$ cat config.mk
export PLATFORM = sky130hd
export DESIGN_NAME = uart_rx_ctrl
export DESIGN_NICKNAME = d
export VERILOG_FILES = /design/src/rtl/uart_rx_pkg.sv /design/src/rtl/uart_rx_ctrl_baud_counter.sv /design/src/rtl/uart_rx_ctrl.sv
export SDC_FILE = /design/constraint.sdc
export NUM_CORES = 1
export LEC_CHECK = 0
export CAP_MARGIN = 20
export CORE_ASPECT_RATIO = 1.75
export CORE_MARGIN = 1.5
export CORE_UTILIZATION = 50
export DETAILED_ROUTE_END_ITERATION = 12
export PLACE_DENSITY = 0.68
export SYNTH_ARGS = -nofsm -noshare
export SYNTH_HDL_FRONTEND = slang
export SYNTH_SLANG_ARGS = --single-unit
$ cat constraint.sdc
create_clock -name i_clk -period 2.95 [get_ports i_clk]
set_clock_uncertainty 0.15 [all_clocks]
set_input_delay 0.59 -clock i_clk [delete_from_list [all_inputs] [get_ports i_clk]]
set_output_delay 0.59 -clock i_clk [all_outputs]
set_load 0.005 [all_outputs]
$ cat src/rtl/uart_rx_pkg.sv
// Shared state type, counter sizing helper and default bit period for the UART receiver.
package uart_rx_pkg;

    localparam int DEFAULT_CLKS_PER_BIT = 434;

    // PARITY keeps a fixed encoding so both builds share one state map.
    typedef enum logic [2:0] {
        IDLE   = 3'd0,
        START  = 3'd1,
        DATA   = 3'd2,
        PARITY = 3'd3,
        STOP   = 3'd4
    } rx_state_e;

    function automatic int baud_cnt_width(input int clks_per_bit);
        return (clks_per_bit > 1) ? $clog2(clks_per_bit) : 1;
    endfunction

endpackage

$ cat src/rtl/uart_rx_ctrl_baud_counter.sv
// Bit-period counter: runs 0..CLKS_PER_BIT-1 and flags the mid-bit and end-of-bit counts.
module uart_baud_counter
    import uart_rx_pkg::*;
#(
    parameter int CLKS_PER_BIT = DEFAULT_CLKS_PER_BIT
) (
    input  logic i_clk,
    input  logic i_rst_n,
    input  logic i_clear,
    input  logic i_enable,
    output logic o_half_tick,
    output logic o_full_tick
);

    localparam int CNT_W = baud_cnt_width(CLKS_PER_BIT);
    localparam logic [CNT_W-1:0] HALF_LAST = CNT_W'(CLKS_PER_BIT / 2 - 1);
    localparam logic [CNT_W-1:0] FULL_LAST = CNT_W'(CLKS_PER_BIT - 1);

    logic [CNT_W-1:0] cnt_q;
    logic [CNT_W-1:0] cnt_d;

    always_comb begin
        cnt_d = cnt_q;
        if (i_clear) begin
            cnt_d = '0;
        end else if (i_enable) begin
            cnt_d = (cnt_q == FULL_LAST) ? '0 : cnt_q + CNT_W'(1);
        end
    end

    always_ff @(posedge i_clk or negedge i_rst_n) begin
        if (!i_rst_n) begin
            cnt_q <= '0;
        end else begin
            cnt_q <= cnt_d;
        end
    end

    assign o_half_tick = (cnt_q == HALF_LAST);
    assign o_full_tick = (cnt_q == FULL_LAST);

endmodule

$ cat src/rtl/uart_rx_ctrl.sv
// UART receive controller: mid-bit sampling FSM, LSB-first assembly, valid/ready output.
// Optional parity check is built when UART_RX_PARITY_EN is defined.
//
//   state  | meaning
//   IDLE   | waiting for a start-edge strobe while enabled
//   START  | half a bit period, then confirm the start bit is still low
//   DATA   | sample one data bit per bit period, LSB first
//   PARITY | sample the parity bit (parity build only)
//   STOP   | sample the stop bit, deliver or flag the byte, return to IDLE
module uart_rx_ctrl
    import uart_rx_pkg::*;
#(
    parameter int CLKS_PER_BIT = DEFAULT_CLKS_PER_BIT,
    parameter int DATA_BITS    = 8
`ifdef UART_RX_PARITY_EN
    ,
    parameter int PARITY_ODD   = 0
`endif
) (
    input  logic                 i_clk,
    input  logic                 i_rst_n,
    input  logic                 i_enable,
    output logic                 o_rx_en,
    input  logic                 i_start_signal,
    input  logic                 i_rx_in,
    output logic [DATA_BITS-1:0] o_data,
    output logic                 o_valid,
    input  logic                 i_ready,
    output logic                 o_frame_err,
    output logic                 o_overrun,
`ifdef UART_RX_PARITY_EN
    output logic                 o_parity_err,
`endif
    output logic                 o_busy
);

    localparam logic [2:0] LAST_IDX = 3'(DATA_BITS - 1);

    rx_state_e            state_q, state_d;
    logic [2:0]           bit_idx_q, bit_idx_d;
    logic [DATA_BITS-1:0] shift_q, shift_d;
    logic [DATA_BITS-1:0] data_q, data_d;
    logic                 valid_q, valid_d;
    logic                 frame_err_q, frame_err_d;
    logic                 overrun_q, overrun_d;
    logic                 rx_en_q, rx_en_d;
    logic                 half_tick, full_tick;
    logic                 cnt_clear;
    logic                 byte_done;
`ifdef UART_RX_PARITY_EN
    logic                 par_bit_q, par_bit_d;
    logic                 parity_err_q, parity_err_d;
    logic                 parity_ok;
`endif

    uart_baud_counter #(
        .CLKS_PER_BIT (CLKS_PER_BIT)
    ) u_baud (
        .i_clk       (i_clk),
        .i_rst_n     (i_rst_n),
        .i_clear     (cnt_clear),
        .i_enable    (state_q != IDLE),
        .o_half_tick (half_tick),
        .o_full_tick (full_tick)
    );

    always_comb begin
        state_d     = state_q;
        bit_idx_d   = bit_idx_q;
        shift_d     = shift_q;
        byte_done   = 1'b0;
        frame_err_d = 1'b0;
`ifdef UART_RX_PARITY_EN
        par_bit_d    = par_bit_q;
        parity_err_d = 1'b0;
        parity_ok    = (((^shift_q) ^ par_bit_q) == PARITY_ODD[0]);
`endif
        case (state_q)
            IDLE: begin
                bit_idx_d = '0;
                if (i_start_signal && rx_en_q) begin
                    state_d = START;
                end
            end
            START: begin
                if (half_tick) begin
                    bit_idx_d = '0;
                    state_d   = i_rx_in ? IDLE : DATA;
                end
            end
            DATA: begin
                if (full_tick) begin
                    for (int i = 0; i < DATA_BITS; i++) begin
                        if (bit_idx_q == 3'(i)) begin
                            shift_d[i] = i_rx_in;
                        end
                    end
                    if (bit_idx_q == LAST_IDX) begin
`ifdef UART_RX_PARITY_EN
                        state_d = PARITY;
`else
                        state_d = STOP;
`endif
                    end else begin
                        bit_idx_d = bit_idx_q + 3'd1;
                    end
                end
            end
`ifdef UART_RX_PARITY_EN
            PARITY: begin
                if (full_tick) begin
                    par_bit_d = i_rx_in;
                    state_d   = STOP;
                end
            end
`endif
            STOP: begin
                if (full_tick) begin
                    state_d     = IDLE;
                    frame_err_d = !i_rx_in;
`ifdef UART_RX_PARITY_EN
                    parity_err_d = !parity_ok;
                    byte_done    = i_rx_in && parity_ok;
`else
                    byte_done    = i_rx_in;
`endif
                end
            end
            default: state_d = IDLE;
        endcase

        // Disable wins over everything in flight; the held output byte is left alone.
        if ((state_q != IDLE) && !i_enable) begin
            state_d     = IDLE;
            bit_idx_d   = '0;
            byte_done   = 1'b0;
            frame_err_d = 1'b0;
`ifdef UART_RX_PARITY_EN
            parity_err_d = 1'b0;
`endif
        end
    end

    assign cnt_clear = (state_q == IDLE) || (state_d != state_q);
    assign rx_en_d   = i_enable;

    always_comb begin
        data_d    = data_q;
        valid_d   = valid_q;
        overrun_d = 1'b0;
        if (byte_done) begin
            if (!valid_q || i_ready) begin
                data_d  = shift_q;
                valid_d = 1'b1;
            end else begin
                overrun_d = 1'b1;
            end
        end else if (valid_q && i_ready) begin
            valid_d = 1'b0;
        end
    end

    always_ff @(posedge i_clk or negedge i_rst_n) begin
        if (!i_rst_n) begin
            state_q     <= IDLE;
            bit_idx_q   <= '0;
            shift_q     <= '0;
            data_q      <= '0;
            valid_q     <= 1'b0;
            frame_err_q <= 1'b0;
            overrun_q   <= 1'b0;
            rx_en_q     <= 1'b0;
        end else begin
            state_q     <= state_d;
            bit_idx_q   <= bit_idx_d;
            shift_q     <= shift_d;
            data_q      <= data_d;
            valid_q     <= valid_d;
            frame_err_q <= frame_err_d;
            overrun_q   <= overrun_d;
            rx_en_q     <= rx_en_d;
        end
    end

`ifdef UART_RX_PARITY_EN
    always_ff @(posedge i_clk or negedge i_rst_n) begin
        if (!i_rst_n) begin
            par_bit_q    <= 1'b0;
            parity_err_q <= 1'b0;
        end else begin
            par_bit_q    <= par_bit_d;
            parity_err_q <= parity_err_d;
        end
    end

    assign o_parity_err = parity_err_q;
`endif

    assign o_rx_en     = rx_en_q;
    assign o_data      = data_q;
    assign o_valid     = valid_q;
    assign o_frame_err = frame_err_q;
    assign o_overrun   = overrun_q;
    assign o_busy      = (state_q != IDLE);

endmodule

# After elaboration in Yosys (flattened, before gate mapping)
# Index checks and enable logic that the tools add are counted.
# word_totals
reg_bits,35
latchBits,0
ram_bits,0
romBits,0
in_bits,6
mem_count,0
# op_classes
addsub,2
multipliers,0
div_mod_pow,0
n_lt_le_gt_ge,0
eq_ne,17
shift,0
n_mux,27
bitwise_logic,0
reduce_logical,25
# op_table
operator,count
3-bit 2-to-1 mux,10
9-bit 2-to-1 mux,3
3-bit AND reduction,8
3-bit == test (second input constant),5
3-bit one-hot mux with 4 select lines,1
1-bit 2-to-1 mux,11
9-bit by 1-bit adder with 9-bit output (second input constant),1
3-bit by 2-bit == test with 1-bit output (second input constant),3
9-bit by 8-bit == test with 1-bit output (second input constant),1
9-bit == test (second input constant),1
3-bit != test (second input constant),3
3-bit one-hot mux with 3 select lines,1
3-bit by 1-bit == test with 1-bit output (second input constant),2
3-bit logical NOT,2
2-bit AND reduction,2
4-bit AND reduction,1
2-bit nonzero test,2
4-bit nonzero test,1
3-bit by 1-bit adder with 3-bit output (second input constant),1
1-bit logical AND,3
1-bit logical NOT,3
3-bit != test,1
3-bit nonzero test,1
1-bit logical OR,2
2 further kinds,2

# Depth between registers and ports, before layout
# depth
depth_word,8
mapped_depth,7

# By module
# A second synthesis with hierarchy kept.
# unflattened
hier_cells,168
hier_area_um2,1874.3
# modules_own_cells
module,instances,cells_per_inst,area_per_inst_um2,seq_area_each_um2
uart_rx_ctrl,1,105,1297.5,650.6
uart_baud_counter,1,63,576.8,225.2

# Least setup slack after synthesis
# No wires, ideal clock.
# synth_path
kind,register to register
from,reg bit_idx_q[0]
to,reg bit_idx_q[0]
setup_time_ns,0.121
t_arrival_ns,1.819
t_required_ns,2.679
slack_ns,0.860
path_stages_with_launch,7
path_buffers,0
period_less_slack_ns,2.090
path_cell_list,dfrtp_1 -> ha_1 -> ha_1 -> or4b_1 -> nor3_4 -> a211oi_1 -> a22o_1
# synth_between
elab_chain_len,5
elab_cells_between_ends,8
classes_between,add/sub (1); eq/ne (2); mux (4); reduce/logical (1)
# synth_rtl
element,line_no,source
start: declaration,uart_rx_ctrl.sv:40,"logic [2:0] bit_idx_q, bit_idx_d;"
start signal: assignment,uart_rx_ctrl.sv:175,bit_idx_q <= bit_idx_d;
3-bit by 1-bit adder with 3-bit output,uart_rx_ctrl.sv:105,bit_idx_d = bit_idx_q + 3'd1;
3-bit 2-to-1 mux,uart_rx_ctrl.sv:98,if (bit_idx_q == LAST_IDX) begin
3-bit 2-to-1 mux,uart_rx_ctrl.sv:92,if (full_tick) begin
3-bit one-hot mux with 3 select lines,uart_rx_ctrl.sv:78,case (state_q)
3-bit 2-to-1 mux,uart_rx_ctrl.sv:133,if ((state_q != IDLE) && !i_enable) begin
# Parallel ways exist; a longest one is shown, timed or not. The select of a mux whose other input is x is not followed.
# A chain may end at the register's enable or synchronous reset.

# Worst setup path in the final report
# layout_path
from,reg state_q[1]
to,out o_busy
# layout_between
elab_chain_len,1
# layout_rtl
element,line_no,source
start: declaration,uart_rx_ctrl.sv:39,"rx_state_e state_q, state_d;"
start signal: assignment,uart_rx_ctrl.sv:174,state_q <= state_d;
3-bit nonzero test,uart_rx_ctrl.sv:204,assign o_busy = (state_q != IDLE);
end: declaration,uart_rx_ctrl.sv:34,output logic o_busy
# No other way between the ends.

==> flow_summary.yaml <==
run_status:
  status: "complete, no violations"
route:
  drt_first_pass_iters: 4
  drtIter0Drc: 20
  vias_per_cell: 5.53
  vias: 1295
  drcViolationCount: 0
  wl_um: 3730
  wl_per_cell_um: 15.9
  antenna_left: 0
sta:
  finalSetupViolations: 0
  fin_crit_ns: 2.48
  worst_pin_slew_ns: 0.516
  rsz0062_at_grt: "false"
  setup-tns-final_ns: 0
  slew_viol_final: 0
  period_share_pct: 84.1
  fmax_mhz: 403
  hold_violations: 0
  maxSlewHeadroom_pct: 65.6
synth:
  yosys.area_share.simple_pct: 24.5
  synthesis.nets: 179
  synthMuxAreaShare_pct: 10.6
  netlist_instances: 164
  netlist_area_um2: 1980
  ys_seq_elements: 35
  yosysWarningCount: 0
  synth_top_family_by_area: "simple AND/OR/NAND/NOR gates"
  synth-xor-area-share_pct: 3.09
  avgSynthCellArea_um2: 12.1
  synth_fa_ha_area_share_pct: 6.18
  synth_cell_type_count: 48
  ys_seq_area_share_pct: 44.2
  synth_compound_area_share_pct: 7.26
critical_path:
  r2r_start: "state_q[0]$_DFF_PN0_"
  crit_path_cell_trace: "or3_1, clkdlybuf4s50_1"
  start_kind: "flip-flop"
  cp_slowest_stage_delay_ns: 0.51
  worst_r2r_endpoint: "o_data[7]$_DFFE_PN0P_"
  crit_arrival_ns: 1.74
  required_ns: 2.21
  cp-end-kind: "primary output"
  startpoint: "state_q[1]$_DFF_PN0_"
  worstPathMaxFanout: 13
  critical-path-slowest-cell: "dfrtp_1"
  rr_worst_depth: 4
  worstSetupEndpoint: "o_busy"
  reg2reg_slack_ns: 0.69
  criticalPathCategory: "flip-flop to primary output"
grt:
  grt_pass1_vias: 1381
  use_met2_pct: 35.4
  grt_max_degree: 36
  track_usage_pct: 19.4
  grt_pass1_wl_um: 6380
  grt_use_met3_pct: 4.14
  busiest_layer: "met2"
  grt_util_met1_pct: 20.7
  antenna_found_initial: 0
  grt_overflow: 0
finish:
  drive_gt1_share_pct: 25.8
  final_nets: 200
  diodes: 0
  fin_util_pct: 60.4
  final_common_cell: "dfrtp_1"
  postLayoutCellArea_um2: 2310
  final_cell_mix: "dfrtp_1, clkdlybuf4s50_1, nand2_1, ha_1"
  syn2layout_area_growth_pct: 16.7
place:
  dpl-instance-area_um2: 2200
  gp_congestion: 0.798
  post-dp-hpwl_um: 2780
  placement.io_buffers: 18
power_and_ir_drop:
  powerDensity_nw_per_um2: 452
  ir_drop_mv: 0.280
  p_total_uw: 1050
  cellLeakagePower_uw: 0.000978
hold_path:
  hp-class: "flip-flop to flip-flop"
floorplanning:
  io_pins: 19
  die_w_um: 50.6
  placementRows: 30
  start_util_pct: 51.8
  core_um2: 3830
  fp.dieH_um: 86.3
  dieArea_um2: 4370
clock_network:
  path_clk_slew_ns: 0.08
  postCtsSetupRepairBufs: 0
  cts_buffers: 5
  clockRootBuffer: "clkbuf_8"
  clkLatencyLatePin_ns: 0.28
  h-tree-depth: 2
  cts_buffer_depth: 2
  cts_tree: "built"
  post_cts_resized: 0
  holdBufCountCts: 0
  cts_sinks: 35
job:
  cap_violations: 0
-- worst min-delay path by stage --
stage | start | to | slack (ns) | cells after the start
global route | shift_q[5]$_DFFE_PN0P_ | o_data[5]$_DFFE_PN0P_ | 0.38 | 1
detailed placement | shift_q[0]$_DFFE_PN0P_ | o_data[0]$_DFFE_PN0P_ | 0.35 | 1
finish | shift_q[3]$_DFFE_PN0P_ | o_data[3]$_DFFE_PN0P_ | 0.36 | 1
floorplan | i_rst_n | bit_idx_q[0]$_DFFE_PN0P_ | 0.14 | 0
CTS | shift_q[3]$_DFFE_PN0P_ | o_data[3]$_DFFE_PN0P_ | 0.36 | 1
global placement | shift_q[1]$_DFFE_PN0P_ | o_data[1]$_DFFE_PN0P_ | 0.33 | 1
-- synth_stat cells, drive strengths merged --
master,instances,area share (%)
nand2,9,1.7
a211o,2,0.88
xor2,1,0.44
dfrtp,35,44
o21ai,2,0.50
nand4bb,1,1.4
clkbuf,1,0.19
and3b,1,0.44
nor4b,2,1.6
inv,7,1.3
nand2b,3,0.95
or3b,1,0.44
nand4,7,2.2
mux2,16,11
nand3,6,1.5
a21bo,1,0.50
and4,2,0.88
ha,9,5.7
xnor2,6,2.6
a21oi,3,0.76
nor2,8,2.0
or4b,1,0.50
nor3,12,5.4
a31oi,1,0.32
maj3,1,0.50
o22ai,1,0.32
a211oi,2,1.0
o211ai,2,1.7
or3,1,0.32
nand4b,2,1.6
o31a,1,0.44
nand3b,2,0.76
nor3b,5,2.4
buf,7,2.7
o21a,1,0.38
a22o,1,0.44
or2,1,0.32
-- per-layer routing --
layer	part of all wire [%]	vias up	wire length [µm]
li1	-	629	-
met1	38	642	1430
met2	57	18	2140
met3	2.1	6	79
met4	1.9	0	72
met5	0	-	0
-- per-stage QoR --
stage / setup WS, ns / hold WS, ns / cells
after floorplan: 0.860 / 0.144 / 164
after global placement: 0.332 / 0.335 / 226
after detailed placement: 0.262 / 0.347 / 226
after CTS: 0.456 / 0.360 / 234
after global routing: 0.400 / 0.381 / 234
final: 0.470 / 0.356 / 234
-- cell families after synthesis --
logic type | Yosys count
AND/OR/NAND/NOR | 64
flip-flops | 35
AO/OA/AOI/OAI | 17
multiplexers | 16
buffers and inverters | 15
adder cells (fa/ha/maj) | 10
XOR/XNOR | 7
-- critical path: cells and delay by family (launching register included) --
kind	cells	cell delay (ns)
simple gates	1	0.48
buf+inv	1	0.47
flops	1	0.51
-- state kept, by name, summed over array words and instances (netlist names) --
| name | count |
|---|---|
| bit_idx_q | 3 |
| o_data | 8 |
| o_frame_err | 1 |
| o_overrun | 1 |
| o_rx_en | 1 |
| o_valid | 1 |
| shift_q | 8 |
| state_q | 3 |
| u_baud.cnt_q | 9 |
-- where the power goes --
group          leakage [µW]  switching [µW]  internal (µW)
Sequential         0.000466            14.3            491
Combinational      0.000451            51.1           42.7
Clock             0.0000612             173            273
-- layout make-up --
class                      count  area, µm²
multi-input combinational    114       1020
clock inverter                 2       35.0
timing repair buffer          22        210
clock buffer                   6       82.6
tap                           48       60.1
inverter                       7       26.3
sequential                    35        876
fill                         339       1520
Power figures use the tool's default switching activity.
